### config.mk
export PLATFORM = sky130hd
export DESIGN_NAME = muldiv_unit
export DESIGN_NICKNAME = d
export VERILOG_FILES = /design/src/rtl/muldiv_unit.sv
export SDC_FILE = /design/constraint.sdc
export NUM_CORES = 1
export LEC_CHECK = 0
export CAP_MARGIN = 20
export CORE_MARGIN = 2
export CORE_UTILIZATION = 35
export CTS_CLUSTER_DIAMETER = 30
export DETAILED_ROUTE_END_ITERATION = 6
export HOLD_SLACK_MARGIN = 0.06
export PLACE_DENSITY_LB_ADDON = 0.1
export SLEW_MARGIN = 20
export SYNTH_ARGS = -nofsm -noshare
export SYNTH_HDL_FRONTEND = slang
export SYNTH_SLANG_ARGS = --single-unit
### constraint.sdc
create_clock -name clk -period 3.5 [get_ports clk]
set_input_delay 0.35 -clock clk [delete_from_list [all_inputs] [get_ports clk]]
set_output_delay 0.35 -clock clk [all_outputs]
set_load 0.005 [all_outputs]
### src/rtl/muldiv_unit.sv
`default_nettype none
// ============================================================================
//  Module      : muldiv_unit
//  Description : Iterative 32x32 multiply / 32/32 divide unit producing HI/LO
//                write strobes, one radix-2 step per cycle.
//  Revision    : 1.0  initial release
// ============================================================================

module muldiv_unit #(
    parameter bit EARLY_ZERO = 1'b0
) (
    input  logic        clk,
    input  logic        rst_n,
    input  logic        start,
    input  logic [1:0]  op,
    input  logic [31:0] a,
    input  logic [31:0] b,
    input  logic        flush,
    output logic        busy,
    output logic        hi_we,
    output logic [31:0] hi_wdata,
    output logic        lo_we,
    output logic [31:0] lo_wdata
);

    typedef enum logic [1:0] {
        IDLE = 2'd0,
        ITER = 2'd1,
        FIX  = 2'd2,
        WB   = 2'd3
    } state_t;

    localparam logic [4:0] c_LAST_STEP = 5'd31;

    state_t      r_state;
    state_t      w_state_nxt;
    logic [4:0]  r_cnt;
    logic [31:0] r_hi;
    logic [31:0] r_lo;
    logic [31:0] r_opb;
    logic        r_is_div;
    logic        r_neg_q;
    logic        r_neg_r;

    logic        r_busy;
    logic        r_hi_we;
    logic        r_lo_we;
    logic [31:0] r_hi_wdata;
    logic [31:0] r_lo_wdata;

    logic        w_accept;
    logic        w_signed;
    logic        w_a_neg;
    logic        w_b_neg;
    logic        w_b_zero;
    logic        w_early;
    logic [31:0] w_mag_a;
    logic [31:0] w_mag_b;

    logic [32:0] w_mul_sum;
    logic [32:0] w_div_tmp;
    logic        w_div_ge;
    logic [31:0] w_div_diff;

    logic [63:0] w_prod_fix;
    logic [31:0] w_quo_fix;
    logic [31:0] w_rem_fix;
    logic [31:0] w_fix_hi;
    logic [31:0] w_fix_lo;

    // ------------------------------------------------------------------
    // Accept-time operand conditioning
    // ------------------------------------------------------------------
    assign w_accept = (r_state == IDLE) && start && !flush;
    assign w_signed = ~op[0];
    assign w_a_neg  = w_signed & a[31];
    assign w_b_neg  = w_signed & b[31];
    assign w_b_zero = (b == 32'd0);
    assign w_mag_a  = w_a_neg ? (~a + 32'd1) : a;
    assign w_mag_b  = w_b_neg ? (~b + 32'd1) : b;
    assign w_early  = EARLY_ZERO && !op[1] && ((a == 32'd0) || w_b_zero);

    // ------------------------------------------------------------------
    // Per-cycle iteration datapath
    // ------------------------------------------------------------------
    assign w_mul_sum  = {1'b0, r_hi} + (r_lo[0] ? {1'b0, r_opb} : 33'd0);
    assign w_div_tmp  = {r_hi, r_lo[31]};
    assign w_div_ge   = (w_div_tmp >= {1'b0, r_opb});
    // When the subtract is taken the true difference is below the divisor,
    // so the low 32 bits are exact.
    assign w_div_diff = w_div_tmp[31:0] - r_opb;

    // ------------------------------------------------------------------
    // Sign fix-up
    // ------------------------------------------------------------------
    assign w_prod_fix = r_neg_q ? (~{r_hi, r_lo} + 64'd1) : {r_hi, r_lo};
    assign w_quo_fix  = r_neg_q ? (~r_lo + 32'd1) : r_lo;
    assign w_rem_fix  = r_neg_r ? (~r_hi + 32'd1) : r_hi;
    assign w_fix_hi   = r_is_div ? w_rem_fix : w_prod_fix[63:32];
    assign w_fix_lo   = r_is_div ? w_quo_fix : w_prod_fix[31:0];

    // ------------------------------------------------------------------
    // State machine
    // ------------------------------------------------------------------
    always_ff @(posedge clk or negedge rst_n) begin
        if (!rst_n) begin
            r_state <= IDLE;
        end else begin
            r_state <= w_state_nxt;
        end
    end

    always_comb begin
        w_state_nxt = r_state;
        case (r_state)
            IDLE: begin
                if (w_accept) begin
                    w_state_nxt = w_early ? WB : ITER;
                end
            end
            ITER: begin
                if (flush) begin
                    w_state_nxt = IDLE;
                end else if (r_cnt == c_LAST_STEP) begin
                    w_state_nxt = FIX;
                end
            end
            FIX: begin
                w_state_nxt = flush ? IDLE : WB;
            end
            WB: begin
                w_state_nxt = IDLE;
            end
            default: begin
                w_state_nxt = IDLE;
            end
        endcase
    end

    // ------------------------------------------------------------------
    // Operand / accumulator registers
    // ------------------------------------------------------------------
    always_ff @(posedge clk or negedge rst_n) begin
        if (!rst_n) begin
            r_cnt    <= 5'd0;
            r_hi     <= 32'd0;
            r_lo     <= 32'd0;
            r_opb    <= 32'd0;
            r_is_div <= 1'b0;
            r_neg_q  <= 1'b0;
            r_neg_r  <= 1'b0;
        end else if (w_accept) begin
            r_cnt    <= 5'd0;
            r_hi     <= 32'd0;
            r_lo     <= op[1] ? w_mag_a : w_mag_b;
            r_opb    <= op[1] ? w_mag_b : w_mag_a;
            r_is_div <= op[1];
            // Divide by zero keeps the all-ones quotient; the remainder still
            // takes a's sign, which restores a exactly.
            r_neg_q  <= (w_a_neg ^ w_b_neg) & ~(op[1] & w_b_zero);
            r_neg_r  <= w_a_neg;
        end else if (r_state == ITER) begin
            r_cnt <= r_cnt + 5'd1;
            if (r_is_div) begin
                r_hi <= w_div_ge ? w_div_diff : w_div_tmp[31:0];
                r_lo <= {r_lo[30:0], w_div_ge};
            end else begin
                r_hi <= w_mul_sum[32:1];
                r_lo <= {w_mul_sum[0], r_lo[31:1]};
            end
        end
    end

    // ------------------------------------------------------------------
    // Registered outputs, derived from the next state
    // ------------------------------------------------------------------
    always_ff @(posedge clk or negedge rst_n) begin
        if (!rst_n) begin
            r_busy     <= 1'b0;
            r_hi_we    <= 1'b0;
            r_lo_we    <= 1'b0;
            r_hi_wdata <= 32'd0;
            r_lo_wdata <= 32'd0;
        end else begin
            r_busy  <= (w_state_nxt != IDLE);
            r_hi_we <= (w_state_nxt == WB);
            r_lo_we <= (w_state_nxt == WB);
            if ((r_state == FIX) && (w_state_nxt == WB)) begin
                r_hi_wdata <= w_fix_hi;
                r_lo_wdata <= w_fix_lo;
            end else if ((r_state == IDLE) && (w_state_nxt == WB)) begin
                r_hi_wdata <= 32'd0;
                r_lo_wdata <= 32'd0;
            end
        end
    end

    assign busy     = r_busy;
    assign hi_we    = r_hi_we;
    assign lo_we    = r_lo_we;
    assign hi_wdata = r_hi_wdata;
    assign lo_wdata = r_lo_wdata;

endmodule

`default_nettype wire

==> impl_metrics.csv <==
group,metric,value,unit
worst_setup_path,reg2regPathDepth,12,
finish,nets,2195,
logic_synthesis,ys.flop_type,"dfrtp_1",
logic_synthesis,synth_top_family_by_area,"compound AO/OA/AOI/OAI gates",
finish,fill_cells,4170,
route,firstDrtPassIters,5,
floorplan,die_w,208,um
sta,fin_crit_sh,0.962,
worst_setup_path,cp_max_fo,6,
placement,hpwl,42.8,mm
clock_network,cts.sinks,172,
finish,layout_commonest_cell,"nand2_1",
grt,grt_pass1_wl,84.0,mm
worst_setup_path,startpoint,"r_hi[0]",
clock_network,cts_tree,"yes",
clock_network,htree_levels,4,
floorplan,placementRows,74,
sta,hold_viol,0,
worst_setup_path,slowest_stage,"nor2_1",
sta,slew_violations,0,
sta,worstMarginPinSlew,1080,ps
logic_synthesis,synthTopCellsByArea,"dfrtp_1 30%, o21ai_0 6.9%, nand2_1 6.1%",
logic_synthesis,synthesis.nets,2015,
placement,gp_congestion,0.944,
sta,max-slew-margin-rel,0.282,
grt,grt_max_degree,80,
worst_setup_path,cp-endpoint,"r_hi[30]",
route,met1_length,27.1,mm
grt,grt_pass1_vias,13900,
route,wl_met3,2.92,mm
clock_network,cts_root_buf,"clkbuf_16",
logic_synthesis,ys_seq_area_frac,0.295,
floorplan,initial_utilization,0.356,
run,drv_cap,0,
worst_setup_path,r2r-start,"r_hi[0]",
sta,rsz0062_at_grt,"true",
worst_setup_path,r2r_slack,130,ps
power_and_ir_drop,vdd_drop_max,523,uV
route,dr_total_vias,14700,
sta,whs,390,ps
sta,finalClockSkew,14.4,ps
logic_synthesis,yosysWarnings,0,
logic_synthesis,synth-simple-area-share,0.205,
route,wirelength,55.1,mm
route,post_drt_wl_per_cell,21.2,um
finish,drive_gt1_frac,0.105,
worst_setup_path,r2r-end,"r_hi[30]",
clock_network,clkLatencyLatePin,490,ps
floorplan,io_pins,137,
worst_setup_path,cp_data_required_time,3870,ps
power_and_ir_drop,power.density,729,nW/um^2
grt,grt-ovfl-total,0,
sta,max_freq,0.297,GHz
logic_synthesis,synth_xor_area_frac,0.103,
logic_synthesis,avgSynthCellArea,7.79,sq um
grt,grtUsageTotal,0.254,
route,top_layer_used,"met4",
hold_path,whs_path_depth,3,
power_and_ir_drop,p_leak,7.82,nW
finish,final_util,0.438,
sta,setup_violations,0,
placement,io_buffers,136,
floorplan,chipHeight,208,um
finish,layout_common_cells,"237 x nand2_1, 202 x o21ai_0, 170 x dfrtp_1",
worst_setup_path,slowest_delay,600,ps
logic_synthesis,synth_mux_area_frac,0.0380,
logic_synthesis,synth_adder_area_share,0.0628,
finish,num_antenna_cells,0,
outcome,status,"completed",
route,drc,0,
logic_synthesis,synth_cells,1873,
logic_synthesis,synth_compound_area_frac,0.247,
logic_synthesis,synth_cell_types,72,
clock_network,cts_max_path_buffers,2,
logic_synthesis,yosysTopAreaCell,"dfrtp_1",
power_and_ir_drop,p_total,13.1,mW
clock_network,clk_pin_slew,80,ps
worst_setup_path,critPathKind,"reg2reg",
worst_setup_path,cp_cell_sequence,"ha_1 > nor2b_1 > o31a_1 > o31a_1 > o21ai_0 > nor4_1 > buf_4 > o21ba_2 > nor2_1 > buf_12 > o21ai_0 > a22o_1",
finish,syn_to_final_growth,23.2,%
worst_setup_path,crit_arrival,3740,ps
grt,antenna_found_initial,0,
route,wl_met2,23.9,mm
route,post_drt_via_cell_ratio,5.65,
route,drtIter0Drc,1395,
logic_synthesis,synth_edf_count,0,
hold_path,hold_path.class,"in2reg",
worst_setup_path,cp-end-kind,"flip-flop",
sta,finalCriticalPeriod,3370,ps
worst_setup_path,worstSetupStartpointType,"flip-flop",
logic_synthesis,yosys.area.top_type_share,0.295,
clock_network,cts_made_buffers,17,
route,drtAntennaViolNets,0,
logic_synthesis,netlist_area,14600,sq um
logic_synthesis,async_flop_share,1.00,
floorplan,dieArea,43300,sq um
logic_synthesis,ys_ff_latch,172,
floorplan,core,41000,sq um
==> cells in the mapped netlist, drive strengths merged (4+ instances only) <==
master / n
xor2: 70
nor2b: 20
nand2b: 18
mux2i: 52
a31oi: 24
a22oi: 13
and2: 12
nand4: 17
or3: 20
or4: 15
or2: 7
buf: 16
clkbuf: 99
a21o: 31
o21ai: 214
and3: 11
o41ai: 6
a21oi: 133
nor4: 18
o31ai: 20
nand2: 238
o21a: 13
o31a: 5
nand3: 57
dfrtp: 172
a211o: 4
xnor2: 101
a211oi: 13
nor2: 132
o21bai: 12
nor3: 48
o22ai: 5
nor3b: 5
a311oi: 4
o221ai: 39
ha: 70
o211ai: 21
inv: 74
==> power breakdown <==
part           switching [mW]  internal, mW  leakage, nW
combinational            4.79          3.51         5.43
sequential              0.464          2.46         2.12
clock                   0.937         0.936        0.271
total                    6.19          6.91         7.82
==> worst min path at each step <==
stage | slack [ps] | from | to
global placement | 460 | hi_wdata[15] | hi_wdata[15]
CTS | 350 | op[1] | r_opb[31]
floorplan | 50 | rst_n | busy
global route | 410 | op[1] | r_opb[31]
detailed placement | 470 | lo_wdata[5] | lo_wdata[5]
finish | 390 | op[1] | r_opb[31]
==> metal layers <==
| metal | vias to the layer above | global-route usage |
|---|---|---|
| met3 | 65 | 0.0408 |
| li1 | 7113 | - |
| met2 | 469 | 0.383 |
| met5 | - | 0 |
| met1 | 7038 | 0.370 |
| met4 | 0 | 0.0749 |
==> area by class of cell <==
type	instances	area, sq um	area share
tap	532	666	0.0370
inverter	74	282	0.0157
clock buffer	18	439	0.0244
timing repair buffer	276	2520	0.140
multi-input combinational	1512	9660	0.537
clock inverter	13	106	0.00592
sequential	172	4310	0.240
==> cells by family (layout without fill, tap and decap cells) <==
kind of cell / Yosys count / in the layout
AND/OR/NAND/NOR: 629 / 629
AO/OA/AOI/OAI: 585 / 585
buffers and inverters: 189 / 381
flip-flops: 172 / 172
XOR/XNOR: 171 / 171
adder cells (fa/ha/maj): 72 / 72
multiplexers: 55 / 55
==> registers in the layout, summed over array words and instances, names as in the netlist <==
name / cells
r_state: 2
r_neg_r: 1
r_neg_q: 1
r_cnt: 5
r_opb: 32
r_hi: 32
lo_wdata: 32
lo_we: 1
hi_wdata: 32
r_lo: 32
r_is_div: 1
busy: 1
==> critical path, delay by kind of cell (launching register included) <==
family,cells,cell delay (ps)
AO/OA/AOI/OAI,6,1330
AND/OR/NAND/NOR,3,850
flip-flops,1,390
buffers and inverters,2,350
adder cells (fa/ha/maj),1,310
==> through the flow <==
stage | worst slack [ps] | cell area, sq um | setup TNS (ps) | instances
finish | 132 | 18000 | 0 | 2597
global route | -8.03 | 18000 | -8.03 | 2597
CTS | 14.8 | 17800 | 0 | 2592
detailed placement | 60.7 | 17300 | 0 | 2560
global placement | 62.5 | 17300 | 0 | 2560
floorplan | 358 | 14600 | 0 | 1873
==> repair_timing <==
| item | CTS | global route |
|---|---|---|
| endpoints found under the setup margin | 0 | 11 |
| hold endpoints to repair | 77 | 0 |
| resized for setup | 0 | 19 |
| setup buffers | 0 | 4 |
| hold buffers | 1 | 0 |
(Power assumes the default switching activity.)
